--- config.mk ---
export PLATFORM = sky130hd
export DESIGN_NAME = pipe_stage_reg_flat
export DESIGN_NICKNAME = d
export VERILOG_FILES = /design/src/rtl/pipe_stage_reg_if.sv /design/src/rtl/pipe_stage_reg.sv /design/src/flat_wrapper.sv
export SDC_FILE = /design/constraint.sdc
export NUM_CORES = 1
export LEC_CHECK = 0
export ABC_CLOCK_PERIOD_IN_PS = 4400
export CAP_MARGIN = 5
export CORE_MARGIN = 1
export CORE_UTILIZATION = 42
export CTS_CLUSTER_DIAMETER = 100
export DETAILED_ROUTE_END_ITERATION = 10
export PLACE_DENSITY_LB_ADDON = 0.05
export SYNTH_ARGS = -nofsm -noshare
export SYNTH_HDL_FRONTEND = slang
export SYNTH_SLANG_ARGS = --single-unit
--- constraint.sdc ---
create_clock -name clk -period 4.4 [get_ports clk]
set_clock_uncertainty 0.2 [all_clocks]
set_input_delay 0.44 -clock clk [delete_from_list [all_inputs] [get_ports clk]]
set_output_delay 0.44 -clock clk [all_outputs]
set_load 0.005 [all_outputs]
--- src/rtl/pipe_stage_reg_if.sv ---
// ---------------------------------------------------------------------------
// pipe_stage_reg_if
// Bundles the pipeline-register signals between the stall controller and
// upstream stage on one side and pipe_stage_reg on the other.
//
// Handshake: this link has no valid/ready pair. When it is not stalled, the
// register captures the upstream payload on every clock edge. in_valid_i
// marks a real instruction, and out_valid_o marks one that has been latched.
// Backpressure comes only from stall_down_i (hold) and stall_up_i (bubble).
// flush_i overrides both.
//
// Signals (direction seen from the register, i.e. the slave modport):
//   stall_up_i       in   upstream stage stalled this cycle
//   stall_down_i     in   this/downstream stage stalled, register holds
//   flush_i          in   discard contents
//   in_valid_i       in   upstream payload is a real instruction
//   in_data_i        in   upstream payload (DATA_W)
//   in_next_dslot_i  in   next upstream instruction sits in a delay slot
//   cnt_clr_i        in   synchronous clear of both profiling counters
//   out_valid_o      out  registered valid
//   out_data_o       out  registered payload (DATA_W)
//   dslot_fb_o       out  registered delay-slot flag back to upstream
//   stall_cnt_o      out  saturating stall-cycle counter (COUNT_W)
//   bubble_cnt_o     out  saturating bubble counter (COUNT_W)
//   proto_err_o      out  sticky stall-protocol violation flag
//   dbg_action_o     out  per-cycle update decision (debug visibility)
// ---------------------------------------------------------------------------
interface pipe_stage_reg_if #(
    parameter int DATA_W  = 112,
    parameter int COUNT_W = 16
);
    logic                stall_up_i;
    logic                stall_down_i;
    logic                flush_i;
    logic                in_valid_i;
    logic [DATA_W-1:0]   in_data_i;
    logic                in_next_dslot_i;
    logic                cnt_clr_i;
    logic                out_valid_o;
    logic [DATA_W-1:0]   out_data_o;
    logic                dslot_fb_o;
    logic [COUNT_W-1:0]  stall_cnt_o;
    logic [COUNT_W-1:0]  bubble_cnt_o;
    logic                proto_err_o;
    logic [2:0]          dbg_action_o;

    // Stall controller / upstream stage side.
    modport master (
        output stall_up_i, stall_down_i, flush_i, in_valid_i, in_data_i,
               in_next_dslot_i, cnt_clr_i,
        input  out_valid_o, out_data_o, dslot_fb_o, stall_cnt_o,
               bubble_cnt_o, proto_err_o, dbg_action_o
    );

    // Pipeline register side.
    modport slave (
        input  stall_up_i, stall_down_i, flush_i, in_valid_i, in_data_i,
               in_next_dslot_i, cnt_clr_i,
        output out_valid_o, out_data_o, dslot_fb_o, stall_cnt_o,
               bubble_cnt_o, proto_err_o, dbg_action_o
    );
endinterface

--- src/rtl/pipe_stage_reg.sv ---
// ---------------------------------------------------------------------------
// pipe_stage_reg
// Parametrised inter-stage pipeline register. It carries an opaque payload
// plus a valid bit and supports hold on stall, bubble insertion, flush, and
// delay-slot feedback to the upstream stage. It also keeps saturating
// stall/bubble counters for profiling. All outputs are registered, and no
// input reaches an output combinationally.
//
// Ports:
//   clk   in   rising-edge clock
//   rst   in   synchronous reset, active-high
//   bus   slave modport of pipe_stage_reg_if (see that file for the signal list)
//
// Parameters:
//   DATA_W     payload width
//   NOP_VALUE  payload loaded on reset/flush/bubble; must decode as a NOP
//   COUNT_W    profiling counter width
// ---------------------------------------------------------------------------
module pipe_stage_reg #(
    parameter int                DATA_W    = 112,
    parameter logic [DATA_W-1:0] NOP_VALUE = '0,
    parameter int                COUNT_W   = 16
) (
    input  logic         clk,
    input  logic         rst,
    pipe_stage_reg_if.slave bus
);

    // Update decision for payload/valid/dslot. The first matching case wins.
    typedef enum logic [2:0] {
        ACT_RESET  = 3'd0,
        ACT_FLUSH  = 3'd1,
        ACT_HOLD   = 3'd2,
        ACT_BUBBLE = 3'd3,
        ACT_LOAD   = 3'd4
    } action_t;

    action_t             w_action;
    logic                w_stall_any;
    logic                w_stall_inc;
    logic                w_bubble_inc;
    logic                w_proto_viol;

    logic                r_valid;
    logic [DATA_W-1:0]   r_data;
    logic                r_dslot;
    logic [COUNT_W-1:0]  r_stall_cnt;
    logic [COUNT_W-1:0]  r_bubble_cnt;
    logic                r_proto_err;
    action_t             r_last_action;

    // -----------------------------------------------------------------------
    // Decision logic
    // -----------------------------------------------------------------------
    always_comb begin
        w_action = ACT_LOAD;
        if (rst)
            w_action = ACT_RESET;
        else if (bus.flush_i)
            w_action = ACT_FLUSH;
        else if (bus.stall_down_i)
            w_action = ACT_HOLD;
        else if (bus.stall_up_i)
            w_action = ACT_BUBBLE;
    end

    assign w_stall_any  = bus.stall_up_i | bus.stall_down_i;
    // A flush cycle is not a stall cycle even when a stall is also asserted.
    assign w_stall_inc  = w_stall_any & ~bus.flush_i;
    assign w_bubble_inc = (w_action == ACT_BUBBLE);
    // Downstream stalled while upstream keeps advancing. The upstream
    // instruction is then lost, because this register holds.
    assign w_proto_viol = bus.stall_down_i & ~bus.stall_up_i & ~bus.flush_i;

    // -----------------------------------------------------------------------
    // Payload / valid / delay-slot register
    // -----------------------------------------------------------------------
    always_ff @(posedge clk) begin
        case (w_action)
            ACT_RESET, ACT_FLUSH, ACT_BUBBLE: begin
                r_valid <= 1'b0;
                r_data  <= NOP_VALUE;
                r_dslot <= 1'b0;
            end
            ACT_HOLD: begin
                r_valid <= r_valid;
                r_data  <= r_data;
                r_dslot <= r_dslot;
            end
            default: begin
                // An invalid load still captures the payload. Consumers gate on valid.
                r_valid <= bus.in_valid_i;
                r_data  <= bus.in_data_i;
                r_dslot <= bus.in_next_dslot_i;
            end
        endcase
    end

    // -----------------------------------------------------------------------
    // Profiling counters: clear beats a same-cycle increment, and the
    // counters stick at all-ones instead of wrapping.
    // -----------------------------------------------------------------------
    always_ff @(posedge clk) begin
        if (rst) begin
            r_stall_cnt  <= '0;
            r_bubble_cnt <= '0;
        end else if (bus.cnt_clr_i) begin
            r_stall_cnt  <= '0;
            r_bubble_cnt <= '0;
        end else begin
            if (w_stall_inc && !(&r_stall_cnt))
                r_stall_cnt <= r_stall_cnt + 1'b1;
            if (w_bubble_inc && !(&r_bubble_cnt))
                r_bubble_cnt <= r_bubble_cnt + 1'b1;
        end
    end

    // -----------------------------------------------------------------------
    // Sticky protocol error and registered debug view of the decision
    // -----------------------------------------------------------------------
    always_ff @(posedge clk) begin
        if (rst) begin
            r_proto_err   <= 1'b0;
            r_last_action <= ACT_RESET;
        end else begin
            if (w_proto_viol)
                r_proto_err <= 1'b1;
            r_last_action <= w_action;
        end
    end

    assign bus.out_valid_o  = r_valid;
    assign bus.out_data_o   = r_data;
    assign bus.dslot_fb_o   = r_dslot;
    assign bus.stall_cnt_o  = r_stall_cnt;
    assign bus.bubble_cnt_o = r_bubble_cnt;
    assign bus.proto_err_o  = r_proto_err;
    assign bus.dbg_action_o = r_last_action;

endmodule

--- src/flat_wrapper.sv ---
// flat-port wrapper written by rule: the top's interface ports become plain ports
module pipe_stage_reg_flat 
#(
    parameter int                DATA_W    = 112,
    parameter logic [DATA_W-1:0] NOP_VALUE = '0,
    parameter int                COUNT_W   = 16
)
  (clk, rst, bus_stall_up_i, bus_stall_down_i, bus_flush_i, bus_in_valid_i, bus_in_data_i, bus_in_next_dslot_i, bus_cnt_clr_i, bus_out_valid_o, bus_out_data_o, bus_dslot_fb_o, bus_stall_cnt_o, bus_bubble_cnt_o, bus_proto_err_o, bus_dbg_action_o);
  pipe_stage_reg_if #(.DATA_W(DATA_W), .COUNT_W(COUNT_W)) bus_i ();
  input  logic clk;
  input  logic rst;
  input wire logic [$bits(bus_i.stall_up_i)-1:0] bus_stall_up_i;
  input wire logic [$bits(bus_i.stall_down_i)-1:0] bus_stall_down_i;
  input wire logic [$bits(bus_i.flush_i)-1:0] bus_flush_i;
  input wire logic [$bits(bus_i.in_valid_i)-1:0] bus_in_valid_i;
  input wire logic [$bits(bus_i.in_data_i)-1:0] bus_in_data_i;
  input wire logic [$bits(bus_i.in_next_dslot_i)-1:0] bus_in_next_dslot_i;
  input wire logic [$bits(bus_i.cnt_clr_i)-1:0] bus_cnt_clr_i;
  output wire logic [$bits(bus_i.out_valid_o)-1:0] bus_out_valid_o;
  output wire logic [$bits(bus_i.out_data_o)-1:0] bus_out_data_o;
  output wire logic [$bits(bus_i.dslot_fb_o)-1:0] bus_dslot_fb_o;
  output wire logic [$bits(bus_i.stall_cnt_o)-1:0] bus_stall_cnt_o;
  output wire logic [$bits(bus_i.bubble_cnt_o)-1:0] bus_bubble_cnt_o;
  output wire logic [$bits(bus_i.proto_err_o)-1:0] bus_proto_err_o;
  output wire logic [$bits(bus_i.dbg_action_o)-1:0] bus_dbg_action_o;
  assign bus_i.stall_up_i = bus_stall_up_i;
  assign bus_i.stall_down_i = bus_stall_down_i;
  assign bus_i.flush_i = bus_flush_i;
  assign bus_i.in_valid_i = bus_in_valid_i;
  assign bus_i.in_data_i = bus_in_data_i;
  assign bus_i.in_next_dslot_i = bus_in_next_dslot_i;
  assign bus_i.cnt_clr_i = bus_cnt_clr_i;
  assign bus_out_valid_o = bus_i.out_valid_o;
  assign bus_out_data_o = bus_i.out_data_o;
  assign bus_dslot_fb_o = bus_i.dslot_fb_o;
  assign bus_stall_cnt_o = bus_i.stall_cnt_o;
  assign bus_bubble_cnt_o = bus_i.bubble_cnt_o;
  assign bus_proto_err_o = bus_i.proto_err_o;
  assign bus_dbg_action_o = bus_i.dbg_action_o;
  pipe_stage_reg #(.DATA_W(DATA_W), .NOP_VALUE(NOP_VALUE), .COUNT_W(COUNT_W)) u_core (.clk(clk), .rst(rst), .bus(bus_i));
endmodule
# After elaboration in Yosys (flattened, before gate mapping)
# Index checks and enable logic that the tools add are counted.
[totals]
ram_bits = 0
out_inout_bits = 150
memories = 0
ff_bits = 150
inputBits = 120
rom_bits = 0
latch_bits = 0
[classes]
mux = 7
addsub = 2
magnitude_cmp = 0
n_reduce_logical = 9
bitwise_logic = 6
mul = 0
n_shift = 0
n_div = 0
eq_ne = 3
[op_table]
columns = ["cell", "n"]
rows = [
  ["case mux 112 bit (2 select lines)", 1],
  ["adder 16 x 1 -> 16 bit (second input constant)", 2],
  ["AND reduction 16 bit", 2],
  ["2-to-1 mux 3 bit", 4],
  ["equality test 3 x 2 -> 1 bit (second input constant)", 2],
  ["case mux 1 bit (2 select lines)", 2],
  ["bitwise AND 1 bit", 3],
  ["equality test 3 x 1 -> 1 bit (second input constant)", 1],
  ["logical NOT 3 bit", 1],
  ["OR reduction 3 bit", 1],
  ["logical AND 1 bit", 2],
  ["logical NOT 1 bit", 2],
  ["inverter 1 bit", 2],
  ["OR reduction 2 bit", 1],
  ["OR 1 bit", 1],
]

# Longest topological paths before layout
[logic_depth]
ltp_word = 7
ltp_mapped = 5

# Worst setup path after synthesis
# No wires, ideal clock.
[synth_path]
path_type = "input to register"
from = "input port rst"
to = "register u_core.r_dslot (netlist: u_core.bus.dslot_fb_o) (enable)"
stages = 3
setup_ps = 478
n_path_buf = 1
arrival_time_ps = 3148
slack_ps = 574
path_cell_list = "clkbuf_1 -> nor2_1 -> nand2_1"
[synth_between]
elab_chain_len = 2
[synth_lines]
columns = ["element", "line_no", "text"]
rows = [
  ["start, declared", "flat_wrapper.sv:11", "input logic rst;"],
  ["2-to-1 mux 3 bit", "pipe_stage_reg.sv:57", "if (rst)"],
  ["equality test 3 x 2 -> 1 bit", "pipe_stage_reg.sv:79", "case (w_action)"],
  ["end signal, assigned", "pipe_stage_reg.sv:88", "r_dslot <= r_dslot;"],
  ["end signal, assigned", "pipe_stage_reg.sv:94", "r_dslot <= bus.in_next_dslot_i;"],
  ["end, declared", "pipe_stage_reg.sv:46", "logic r_dslot;"],
]
# No other way between the ends.
# A chain may end at the register's enable or synchronous reset.

# Final worst setup path
[layout_path]
from = "input port rst"
to = "register u_core.r_bubble_cnt[7] (netlist: u_core.bus.bubble_cnt_o[7])"
[layout_between]
elab_chain_len = 3
word_cells_on_any_way = 4
[layout_lines]
columns = ["element", "line_no", "text"]
rows = [
  ["2-to-1 mux 3 bit", "pipe_stage_reg.sv:57", ""],
  ["equality test 3 x 2 -> 1 bit", "pipe_stage_reg.sv:70", "assign w_bubble_inc = (w_action == ACT_BUBBLE);"],
  ["logical AND 1 bit", "pipe_stage_reg.sv:113", "if (w_bubble_inc && !(&r_bubble_cnt))"],
  ["end signal, assigned", "pipe_stage_reg.sv:114", "r_bubble_cnt <= r_bubble_cnt + 1'b1;"],
  ["end, declared", "pipe_stage_reg.sv:48", "logic [COUNT_W-1:0] r_bubble_cnt;"],
]
# Parallel ways exist; a longest one is shown, timed or not.

==> Flow_metrics.wiki <==
{| class="wikitable"
! Metric !! Value
|-
| Share of layout cells above drive strength 1 || 5.70%
|-
| Wirelength per Cell || 16.9 microns
|-
| Post-CTS setup-driven buffer insertion count || 0
|-
| Worst hold path class || flop to flop
|-
| Largest net degree at the start of global routing || 115
|-
| Total power of the final layout || 3.49 mW
|-
| Vert. Die Dim || 121 microns
|-
| Flip-flop and latch count after synthesis || 150
|-
| Critical Path Fanout Max || 12
|-
| Via density per instance || 4.99
|-
| Global-route wire length before repair || 22.8 mm
|-
| I/O pins || 270
|-
| Startpoint class of the critical path || input port
|-
| Syn_nets || 574
|-
| Count of different cell masters after synthesis || 46
|-
| Maximum VDD drop || 242 uV
|-
| Number of instances resized during post-cts repair || 0
|-
| Detailed placement HPWL || 11.0 mm
|-
| Layout overhead on the synthesized area || 58.9%
|-
| Sequential area share after synthesis || 69.2%
|-
| Result of the run || finished clean
|-
| Crit path cell chain || clkdlybuf4s50_1 -> or4b_4 -> or2_4 -> or4_1 -> a21oi_1
|-
| Reg-to-reg setup timing slack || 1940 ps
|-
| Hold_buf cts || 0
|-
| Worst Max-Slew Pin Slew || 1140 ps
|-
| Lkg Pwr || 3.53 nW
|-
| Number of H-tree levels || 4
|-
| Required time reported for the critical path endpoint || 4540 ps
|-
| Clock root cell || clkbuf_16
|-
| Count of input and output buffers || 269
|-
| Width of the die || 121 microns
|-
| Number of flops mapped to enable cells by yosys || 114
|-
| Total via count in the routed design || 4576
|-
| Number of warnings issued by yosys || 0
|-
| Max frequency || 404 MHz
|-
| Clock sink count || 150
|-
| Number of endpoints failing setup at the final stage || 0
|-
| Detailed-router iteration count before antenna repair || 5
|-
| CP Data Arrival Time || 2620 ps
|-
| Final Hold Fails || 0
|-
| Ant diodes || 0
|-
| Period minus WS final || 2470 ps
|-
| Type of destination of the critical path || flop
|-
| Total standard cell area after synthesis || 0.00599 sq mm
|-
| TritonCTS clock tree || done
|-
| Initial core utilization || 43.1%
|-
| Remaining number of nets flagged by the antenna check after routing || 0
|-
| Final TNS setup || 0 ps
|-
| Total overflow reported by the global router || 0
|-
| Total power divided by cell area || 366 mW/mm^2
|-
| Antenna violations before repair || 0
|-
| Via count of the first global-routing pass || 4186
|-
| Avg Synthesized Cell Area || 13.2 sq um
|-
| Maximum clock path buffer count || 2
|-
| Critical path type || input port to flop
|-
| Core area || 0.0139 sq mm
|-
| # DRC || 0
|-
| Headroom to the max-slew limit || 23.1%
|-
| Number of DRC markers after the initial detailed-route iteration || 275
|-
| Max Cap Viol || 0
|-
| Total die area || 0.0147 sq mm
|-
| Final worst-path cycle share || 56.2%
|-
| Number of nets in the layout || 846
|-
| Worst-Skew Late Latency || 420 ps
|-
| Final weighted congestion of routability-driven global placement || 0.804
|-
| Async set or reset register ratio after synthesis || 0%
|-
| Critical Path Slowest Stage Cell || clkdlybuf4s50_1
|-
| TritonCTS buffer count || 17
|-
| Detailed-route wire length || 15.5 mm
|-
| Post-CTS clock slew at the launch and capture registers of the worst setup and hold paths || 60 ps
|-
| Global-route usage over all layers || 20.9%
|-
| Max stage delay on crit path || 630 ps
|-
| Number of core rows || 43
|-
| Synthesized instance count || 452
|-
| Dominant register cell in the synthesized netlist || edfxtp_1
|-
| Count of pins over their slew limit || 0
|-
| Unrepaired setup endpoints after global routing || false
|}
==> metal layers <==
| layer | vias to the layer above | share of wire [%] | global-route usage (%) |
|---|---|---|---|
| li1 | 2215 | - | - |
| met1 | 2157 | 41 | 24.9 |
| met2 | 180 | 50 | 35.4 |
| met3 | 24 | 7.1 | 5.64 |
| met4 | 0 | 2.0 | 8.56 |
| met5 | - | 0 | 0 |
==> power breakdown <==
| group | internal, mW | switching [mW] |
|---|---|---|
| clock network | 0.969 | 0.544 |
| logic | 0.239 | 0.111 |
| registers | 1.60 | 0.0208 |
==> layout by cell type (no fill, tap or decap), types with 3 or more instances in the layout <==
master	Yosys	routed
nand4_1	6	6
clkbuf_16	0	20
a31oi_1	4	4
o211ai_1	3	3
clkbuf_8	0	6
o21ai_0	8	8
clkdlybuf4s50_1	0	269
a21oi_1	17	17
nor3_1	7	6
and2_1	114	114
clkinv_2	0	3
and3_1	8	8
nand3_1	15	15
nor2_1	20	20
o31ai_1	10	10
nand2_1	11	10
inv_1	4	4
dfxtp_1	36	36
edfxtp_1	114	114
or3_1	4	4
and4_1	5	5
or4_1	9	9
nor4_1	9	8
==> layout make-up <==
cell class | instances | area, sq um
Multi-Input combinational cell | 280 | 1770
Inverter | 4 | 15.0
Tap cell | 180 | 225
Fill cell | 1010 | 4360
Clock buffer | 27 | 587
Sequential cell | 150 | 4140
Timing Repair Buffer | 271 | 2720
Clock inverter | 5 | 52.6
==> metrics by stage <==
| stage | cell area, sq um | utilization (%) | hold slack, ps | setup slack, ps | instances |
|---|---|---|---|---|---|
| 6_report | 9520 | 68.6 | 278 | 1930 | 917 |
| 5_1_grt | 9520 | 68.6 | 305 | 1710 | 917 |
| 4_1_cts | 9510 | 68.5 | 286 | 1890 | 917 |
| 3_5_place_dp | 8870 | 63.9 | 265 | 1500 | 885 |
| 3_3_place_gp | 8870 | 63.9 | 267 | 1580 | 885 |
| 2_1_floorplan | 5990 | - | 258 | 574 | 452 |
==> registers in the layout, indices dropped and copies added (netlist names) <==
register and count:
u_core.bus.proto_err_o 1, u_core.bus.dbg_action_o 3, u_core.bus.bubble_cnt_o 16, u_core.bus.out_valid_o 1, u_core.bus.dslot_fb_o 1, u_core.bus.stall_cnt_o 16
u_core.bus.out_data_o 112
==> synthesized netlist by cell type (all sizes together), types with 2 or more instances <==
cell | count | area, sq um
a21oi | 17 | 85.1
o41ai | 2 | 17.5
inv | 4 | 15.0
a211oi | 2 | 15.0
a31oi | 4 | 25.0
edfxtp | 114 | 3420
o21ai | 8 | 40.0
and4 | 5 | 43.8
clkbuf | 17 | 63.8
nand4 | 7 | 50.1
and2 | 114 | 713
and3 | 8 | 50.1
or4 | 9 | 67.6
o211ai | 3 | 22.5
nand2 | 11 | 41.3
o31ai | 10 | 75.1
nand3 | 15 | 75.1
nor2b | 2 | 12.5
nor2 | 20 | 75.1
nor4 | 9 | 56.3
mux2i | 2 | 20.0
or3 | 4 | 25.0
or2 | 2 | 15.0
dfxtp | 36 | 721
ha | 2 | 25.0
nor4b | 2 | 32.5
nor3 | 7 | 35.0
==> final timing paths <==
kind                        startpoint                          to  cells past startpoint
max reg2reg  u_core.bus.stall_cnt_o[0]   u_core.bus.stall_cnt_o[0]                      5
min reg2reg     u_core.bus.proto_err_o      u_core.bus.proto_err_o                      2
max                                rst  u_core.bus.bubble_cnt_o[7]                      5
min             u_core.bus.proto_err_o      u_core.bus.proto_err_o                      2
==> critical path, delay by kind of cell <==
| family | cells | cell delay (ps) |
|---|---|---|
| simple gates | 3 | 1380 |
| buf+inv | 1 | 630 |
| compound gates | 1 | 160 |
==> cells by family after synthesis <==
kind of cell | Yosys count | share of synthesized area, %
buffers and inverters | 22 | 1.50
multiplexers | 2 | 0.334
adder cells (fa/ha/maj) | 2 | 0.418
AND/OR/NAND/NOR | 218 | 22.1
XOR/XNOR | 2 | 0.293
AO/OA/AOI/OAI | 56 | 6.14
flip-flops | 150 | 69.2
(Power assumes the default switching activity.)
